--- src/rtl/uart_rx_frame_parser.sv ---
// Pulls bytes from the UART RX FIFO and decodes SYNC/CMD/LEN/payload/CHK frames,
// streaming payload bytes and flagging good frames, aborts and their cause.
module uart_rx_frame_parser #(
  parameter logic [7:0] SYNC_BYTE      = 8'h5A,
  parameter int         MAX_LEN        = 64,
  parameter int         TIMEOUT_CYCLES = 1000000
) (
  input  logic        clk,
  input  logic        reset_n,
  input  logic        sync_reset,
  input  logic        fifo_not_empty,
  output logic        fifo_read_req,
  input  logic        enable_out,
  input  logic [7:0]  data_out,
  output logic [7:0]  frame_cmd,
  output logic [7:0]  frame_len,
  output logic        payload_valid,
  output logic [7:0]  payload_data,
  output logic [7:0]  payload_index,
  output logic        frame_done,
  output logic        frame_error,
  output logic [1:0]  error_code,
  output logic [15:0] frame_count
);

  localparam logic [2:0] ST_IDLE    = 3'd0;
  localparam logic [2:0] ST_CMD     = 3'd1;
  localparam logic [2:0] ST_LEN     = 3'd2;
  localparam logic [2:0] ST_PAYLOAD = 3'd3;
  localparam logic [2:0] ST_CHK     = 3'd4;

  localparam logic [7:0] MAX_LEN_B = (MAX_LEN > 255) ? 8'hFF : 8'(MAX_LEN);
  localparam bit         TO_EN     = (TIMEOUT_CYCLES > 0);
  // Counter only ever has to hold TIMEOUT_CYCLES-1.
  localparam int         TW        = (TIMEOUT_CYCLES > 1) ? $clog2(TIMEOUT_CYCLES) : 1;
  localparam logic [TW-1:0] TO_LAST = TO_EN ? TW'(TIMEOUT_CYCLES - 1) : '0;

  logic [2:0]    state;
  logic          read_pending;
  logic          still_pending;
  logic          accept;
  logic [7:0]    rx_byte;
  logic [7:0]    chk;
  logic [7:0]    idx;
  logic [TW-1:0] timeout_cnt;
  logic          timeout_hit;

  assign accept        = enable_out & read_pending;
  assign rx_byte       = data_out;
  assign still_pending = read_pending & ~enable_out;
  assign timeout_hit   = TO_EN && (state != ST_IDLE) && !accept && (timeout_cnt == TO_LAST);

  // A new pop is only issued once the previous byte has come back, so reads
  // alternate request/return and never overlap.
  always_ff @(posedge clk or negedge reset_n) begin
    if (!reset_n) begin
      read_pending  <= 1'b0;
      fifo_read_req <= 1'b0;
    end else if (sync_reset) begin
      read_pending  <= 1'b0;
      fifo_read_req <= 1'b0;
    end else begin
      read_pending  <= fifo_read_req | still_pending;
      fifo_read_req <= fifo_not_empty & ~fifo_read_req & ~still_pending;
    end
  end

  always_ff @(posedge clk or negedge reset_n) begin
    if (!reset_n) begin
      timeout_cnt <= '0;
    end else if (sync_reset) begin
      timeout_cnt <= '0;
    end else if (accept || timeout_hit || !TO_EN || state == ST_IDLE) begin
      timeout_cnt <= '0;
    end else begin
      timeout_cnt <= timeout_cnt + TW'(1);
    end
  end

  always_ff @(posedge clk or negedge reset_n) begin
    if (!reset_n) begin
      state         <= ST_IDLE;
      chk           <= 8'h00;
      idx           <= 8'h00;
      frame_cmd     <= 8'h00;
      frame_len     <= 8'h00;
      payload_valid <= 1'b0;
      payload_data  <= 8'h00;
      payload_index <= 8'h00;
      frame_done    <= 1'b0;
      frame_error   <= 1'b0;
      error_code    <= 2'd0;
      frame_count   <= 16'h0000;
    end else if (sync_reset) begin
      state         <= ST_IDLE;
      chk           <= 8'h00;
      idx           <= 8'h00;
      frame_cmd     <= 8'h00;
      frame_len     <= 8'h00;
      payload_valid <= 1'b0;
      payload_data  <= 8'h00;
      payload_index <= 8'h00;
      frame_done    <= 1'b0;
      frame_error   <= 1'b0;
      error_code    <= 2'd0;
      frame_count   <= 16'h0000;
    end else begin
      payload_valid <= 1'b0;
      frame_done    <= 1'b0;
      frame_error   <= 1'b0;
      if (accept) begin
        case (state)
          ST_IDLE: begin
            if (rx_byte == SYNC_BYTE) state <= ST_CMD;
          end
          ST_CMD: begin
            frame_cmd <= rx_byte;
            chk       <= rx_byte;
            state     <= ST_LEN;
          end
          ST_LEN: begin
            frame_len <= rx_byte;
            chk       <= chk + rx_byte;
            idx       <= 8'h00;
            if (rx_byte == 8'h00 || rx_byte > MAX_LEN_B) begin
              frame_error <= 1'b1;
              error_code  <= 2'd1;
              state       <= ST_IDLE;
            end else begin
              state <= ST_PAYLOAD;
            end
          end
          ST_PAYLOAD: begin
            payload_valid <= 1'b1;
            payload_data  <= rx_byte;
            payload_index <= idx;
            chk           <= chk + rx_byte;
            idx           <= idx + 8'd1;
            if (idx == frame_len - 8'd1) state <= ST_CHK;
          end
          ST_CHK: begin
            if (rx_byte == chk) begin
              frame_done <= 1'b1;
              if (frame_count != 16'hFFFF) frame_count <= frame_count + 16'd1;
            end else begin
              frame_error <= 1'b1;
              error_code  <= 2'd2;
            end
            state <= ST_IDLE;
          end
          default: state <= ST_IDLE;
        endcase
      end else if (timeout_hit) begin
        // Any read still in flight is left pending; its byte lands in IDLE.
        frame_error <= 1'b1;
        error_code  <= 2'd3;
        state       <= ST_IDLE;
      end
    end
  end

endmodule

--- config.mk ---
export PLATFORM = sky130hd
export DESIGN_NAME = uart_rx_frame_parser
export DESIGN_NICKNAME = d
export VERILOG_FILES = /design/src/rtl/uart_rx_frame_parser.sv
export SDC_FILE = /design/constraint.sdc
export NUM_CORES = 1
export LEC_CHECK = 0
export ABC_CLOCK_PERIOD_IN_PS = 5000
export CORE_MARGIN = 4
export CORE_UTILIZATION = 50
export DETAILED_ROUTE_END_ITERATION = 12
export PLACE_DENSITY = 0.74
export SYNTH_ARGS = -nofsm -noshare
export SYNTH_HDL_FRONTEND = slang
export SYNTH_SLANG_ARGS = --single-unit
--- constraint.sdc ---
create_clock -name clk -period 5 [get_ports clk]
set_input_delay 0.5 -clock clk [delete_from_list [all_inputs] [get_ports clk]]
set_output_delay 0.5 -clock clk [all_outputs]
set_load 0.01 [all_outputs]
# ---- Word level (Yosys, flattened, before mapping)
# Cells that the tools add are included.
dict set report word_totals {
  romBits 0
  mem_count 0
  input_bits 13
  mem_bits_rw 0
  ff_bits 94
  out_inout_bits 54
  word_cells 124
  latch_bits 0
}
dict set report op_classes {
  n_lt_le_gt_ge 1
  div_mod_pow 0
  mul 0
  n_reduce_logical 28
  n_shift 0
  n_mux 53
  n_addsub 5
  bitwise_logic 8
  eq_ne 14
}
# operator count
set op_table {}
lappend op_table {{$mux W8} 16}
lappend op_table {{$mux W16} 5}
lappend op_table {{$mux W20} 2}
lappend op_table {{$pmux W8 S2} 2}
lappend op_table {{$add A20 B1 Y20 const B} 1}
lappend op_table {{$eq A20 B20 Y1 const B} 1}
lappend op_table {{$add A16 B1 Y16 const B} 1}
lappend op_table {{$eq A8 B8 Y1} 2}
lappend op_table {{$ne A16 B16 Y1 const B} 1}
lappend op_table {{$mux W3} 5}
lappend op_table {{$mux W1} 14}
lappend op_table {{$reduce_bool A2 Y1} 7}
lappend op_table {{$mux W2} 6}
lappend op_table {{$ne A4 B4 Y1 const B} 3}
lappend op_table {{$pmux W3 S4} 1}
lappend op_table {{$reduce_bool A3 Y1} 4}
lappend op_table {{$reduce_and A2 Y1} 5}
lappend op_table {{$add A8 B1 Y8 const B} 1}
lappend op_table {{$add A8 B8 Y8} 1}
lappend op_table {{$eq A8 B7 Y1 const B} 1}
lappend op_table {{$gt A8 B7 Y1 const B} 1}
lappend op_table {{$logic_not A8 Y1} 1}
lappend op_table {{$reduce_and A4 Y1} 2}
lappend op_table {{$sub A8 B1 Y8 const B} 1}
lappend op_table {{16 further kinds} 25}

# ---- Depth between registers and ports, before layout
dict set report logic_depth {
  ltp_word 8
  depth_mapped 9
  ltp_nobuf 9
}

# ---- Worst setup path before layout
# OpenSTA, ideal clock, no wires.
dict set report synth_timing {
  kind {input to register}
  startpoint {input port data_out[1]}
  endpoint {register chk[7]}
  slack_ps 2838
  stages 7
  required_ps 4873
  t_arrival_ps 2034
  n_path_buf 0
  setup_time_ps 127
  path_cell_list {ha_1 > a21o_1 > a211o_1 > a2111oi_0 > nor3_1 > mux2_2 > nand3_1}
}
dict set report synth_between {
  elab_chain_cells 4
}
# element line
set synth_rtl {}
lappend synth_rtl {{start, declared} 14} ;# input logic [7:0] data_out,
lappend synth_rtl {{$add A8 B8 Y8} {123, 137}}
lappend synth_rtl {{$pmux W8 S2} 112} ;# case (state)
lappend synth_rtl {{$mux W8} 111} ;# if (accept) begin
lappend synth_rtl {{$mux W8} 94} ;# end else if (sync_reset) begin
lappend synth_rtl {{end signal, assigned} 118} ;# chk <= rx_byte;
lappend synth_rtl {{end signal, assigned} 123} ;# chk <= chk + rx_byte;
lappend synth_rtl {{end signal, assigned} 137} ;# chk <= chk + rx_byte;
lappend synth_rtl {{end, declared} 43} ;# logic [7:0] chk;
# No other way between the ends. The select of a mux whose other input is x is not followed.
# A chain may end at the register's enable or synchronous reset.

# ---- Worst setup path after layout
dict set report layout_timing {
  startpoint {input port data_out[6]}
  endpoint {register frame_count[8]}
}
dict set report layout_between {
  elab_chain_cells 3
}
# element line
set layout_rtl {}
lappend layout_rtl {{$eq A8 B8 Y1} 142} ;# if (rx_byte == chk) begin
lappend layout_rtl {{$reduce_bool A2 Y1 (no line)} -}
lappend layout_rtl {{$reduce_and A4 Y1 (no line)} -}
lappend layout_rtl {{end signal, assigned} 144} ;# if (frame_count != 16'hFFFF) frame_count <= frame_count + 16'd1;
lappend layout_rtl {{end, declared} 23} ;# output logic [15:0] frame_count
# No other way between the ends.

==> flow_results.org <==
** Pwr
- In this run the static leakage power is 2.461 nW.
- Power comes to 1.397 mW.
- Peak supply drop :: 0.1435 mV
- In this run the power density over the cells is between 200 and 250 nW/um2.

** Place
- Once placement completed, the tool counted placed cells totaling ~700.
- GPL Wtd Cong :: 0.8785
- OpenSTA, run right after detailed placement, puts the worst setup slack at 1.990 ns.
- DP Wirelength :: 7704 um
- The count of buffers added on input and output ports is 66.
- Placed inst area :: 5774 um2

** Die
- The die is 108.4 um tall.
- Horizontal die dimension :: 108.4 um
- Io pins :: 67
- Standard cell core area :: 9819 um2
- Row cnt :: 36
- Floorplan die area :: 11760 um2
- The initial utilization of the core area, before any placement, comes to 0.5136.

** Layout
- The library cell used most frequently in the layout, excluding fill and tap cells, is dfrtp_1.
- 0 antenna diodes ended up in the layout.
- Cell area after layout :: between 5000 and 6000 um2
- After the last flow step, the layout net total stands at a little over 600.
- Fraction of final layout cells with drive strength greater than 1 :: 0.06799
- In the layout the commonest cells are dfrtp_1, nor2_1, nand2_1.
- Area growth from synthesis to layout :: 17.99%
- Layout Cells excl Fill :: 736

** GRT
- Largest net degree at the start of global routing :: 71
- Number of global-route vias before repair :: 3914
- Global-route wire length before repair :: 19050 um
- For this run, the total global-route usage over all layers was measured as 0.2014.
- Global routing finished with a remaining overflow of 0.
- Number of antenna violations at the first check in global routing :: 0

** Route
- Wire segments on met3 add up to approximately 560 um in the final route.
- Number of DRC violations after detailed routing :: 0
- Dividing the detail-routed wire length by the instance count gives 15.12 um.
- After detailed routing, the total wire length is 11130 um.
- The detail route stage leaves a number of antenna-violating nets equal to 0.
- Via density per instance :: 5.495
- Iter 0 DRT Violations :: 157
- Vias post-DR :: around 4000
- After detailed routing, the met2 layer carries between 4000 and 5000 um of wire.
- In the final routing, the length of wire on met1 measures 5468 um.
- Total iterations of the first detailed-routing run :: 5
- Signal routing reaches up to met4.

** Timing
- Final hold violation count :: 0
- Worst slew margin relative to its limit :: 0.2463
- Static timing analysis puts the maximum clock frequency at 378.7 MHz.
- The routed design could run at a clock period as short as 2.640 ns.
- Share of the clock period used by the worst path :: 0.5281
- At the pin with the least slew margin, the transition time is 1.128 ns.
- Sum of negative setup slack :: 0 ns
- Setup repair after global routing left no endpoint under its margin.
- Number of setup violations in the final report :: 0
- The clock arrives with around 0.011 ns of skew.
- The count of final max-slew check failures came to 0.
- Post-route worst setup slack :: 2.360 ns

** Logic synthesis
- Counting distinct cell types in the post-synthesis netlist gives 63.
- Flip-flop cell with the highest count after synthesis :: dfrtp_1
- Synth Net Count :: 563
- A synthesized cell averages 9.375 um2.
- Total of flip-flops plus latches after synthesis :: between 90 and 100
- The cell area that synthesis handed to floorplanning was 5044 um2.
- Share of async-settable or async-resettable flops after synthesis :: 1.000
- Number of synthesis warnings :: 0
- Number of enable flip-flop cells after synthesis :: 0
- The share of the Yosys chip area taken by registers is 0.4664.
- Synthesis produced a netlist whose cell count is 538.

** Clocking
- For this design, the CTS-stage hold fixing added 0 buffers.
- In this run the deepest clock path goes through 2 buffers.
- Clock latency on the worst-skew pair :: 0.35 ns
- CTS tree :: done
- The number of clock buffers added by TritonCTS is 9.
- Clock transition at the register clock pins on the worst setup and hold paths after CTS :: 0.09 ns
- Clock net sink count :: between 90 and 100
- The cell sitting at the root of the clock tree is a clkbuf_8.
- After clock tree synthesis, the repair step resized 0 gates.
- Number of buffers inserted to repair setup after CTS :: 0
- The H-tree generated during clock tree synthesis spans 3 levels.

** Critical path
- The worst setup path is of the in -> reg kind.
- Origin of the worst setup path :: data_out[6]
- Data arrival time of the critical path :: between 2 and 3 ns
- STA classifies the critical path endpoint as a flip-flop.
- Worst EP required :: roughly 5.2 ns
- The worst setup path is launched from an input pin.
- Measured in cells, the most critical reg-to-reg path has a length of 6.
- Slack of the worst reg-to-reg path :: roughly 2.4 ns
- In this run the critical register-to-register path is captured at chk[7].
- Of all nets on the critical path, the largest fanout is 8.
- FF-to-FF Start :: state[1]

** Status
- The run finished with clean final reports.

** Worst hold path
- The worst hold path belongs to the class in -> async.

** Job
- Max-cap violations in this run came to 0.
==> critical path, cell delays in order <==
cell             delay (ns)
clkdlybuf4s50_1        0.66
ha_1                   0.32
nor4_1                 0.30
nand3_1                0.23
nor4b_2                0.49
nand3_1                0.15
xor2_1                 0.15
nor2_1                 0.05
==> layout make-up <==
cell class                 count  area [um2]
fill                         903        3869
multi-input combinational    409        2516
sequential                    94        2352
timing repair buffer          71       690.7
tap                          133       166.4
clock buffer                  11       141.4
inverter                      13       48.80
clock inverter                 5       35.03
==> synthesized netlist by cell type, types with 7 or more instances <==
| cell | count | share of area |
|---|---|---|
| inv_1 | 12 | 0.0089 |
| xor2_1 | 28 | 0.049 |
| nor3_1 | 19 | 0.019 |
| xnor2_1 | 18 | 0.031 |
| mux2i_1 | 11 | 0.022 |
| and3_1 | 10 | 0.012 |
| nand4_1 | 12 | 0.015 |
| clkbuf_1 | 11 | 0.0082 |
| a21oi_1 | 29 | 0.029 |
| dfrtp_1 | 94 | 0.47 |
| o21ai_0 | 25 | 0.025 |
| nor2_1 | 67 | 0.050 |
| nand3_1 | 22 | 0.022 |
| nand2b_1 | 12 | 0.015 |
| ha_1 | 11 | 0.027 |
| buf_2 | 7 | 0.0069 |
| nand2_1 | 65 | 0.048 |
| nor2b_1 | 10 | 0.012 |
| o31ai_1 | 7 | 0.010 |
==> stage by stage <==
step / hold slack, ns / util
final: 0.1330 / 0.6060
after global routing: 0.1680 / 0.6060
after CTS: 0.1529 / 0.6060
after detailed placement: 0.4792 / 0.5880
after global placement: 0.4653 / 0.5880
after floorplan: 0.2044 / -
==> state kept, by name, indices dropped and copies added, names as in the netlist <==
| name | cells |
|---|---|
| frame_done | 1 |
| fifo_read_req | 1 |
| chk | 8 |
| payload_data | 8 |
| payload_index | 8 |
| payload_valid | 1 |
| error_code | 2 |
| timeout_cnt | 20 |
| frame_cmd | 8 |
| read_pending | 1 |
| frame_len | 8 |
| frame_error | 1 |
| idx | 8 |
| frame_count | 16 |
| state | 3 |
==> report_power, final <==
group,total [mW],switching [mW],internal [mW]
combinational,0.150,0.0862,0.0636
clock,0.459,0.265,0.195
sequential,0.788,0.0159,0.772
total,1.40,0.367,1.03
==> cell families after synthesis <==
| kind of cell | count (synthesis) | share of synthesized area |
|---|---|---|
| muxes | 13 | 0.02704 |
| adders and majority gates | 12 | 0.03126 |
| buffers and inverters | 35 | 0.03473 |
| and+or+nand+nor | 252 | 0.2555 |
| AOI/OAI and AO/OA | 86 | 0.1052 |
| DFF | 94 | 0.4664 |
| xor gates and xnor gates | 46 | 0.07988 |
==> worst max-delay path by stage <==
stage	to	slack [ns]	cells past startpoint
after global routing	chk[7]	2.05	6
after global placement	chk[6]	2.05	7
after detailed placement	frame_count[8]	1.99	8
after CTS	frame_count[8]	2.38	8
after floorplan	chk[7]	2.84	7
final	frame_count[8]	2.36	8
==> routing by layer <==
layer	vias up	GRT usage
li1	1993	-
met1	1949	0.2945
met2	92	0.3027
met3	10	0.03940
met4	0	0.06222
met5	-	0
No activity file was read; power rests on OpenSTA's default activity.
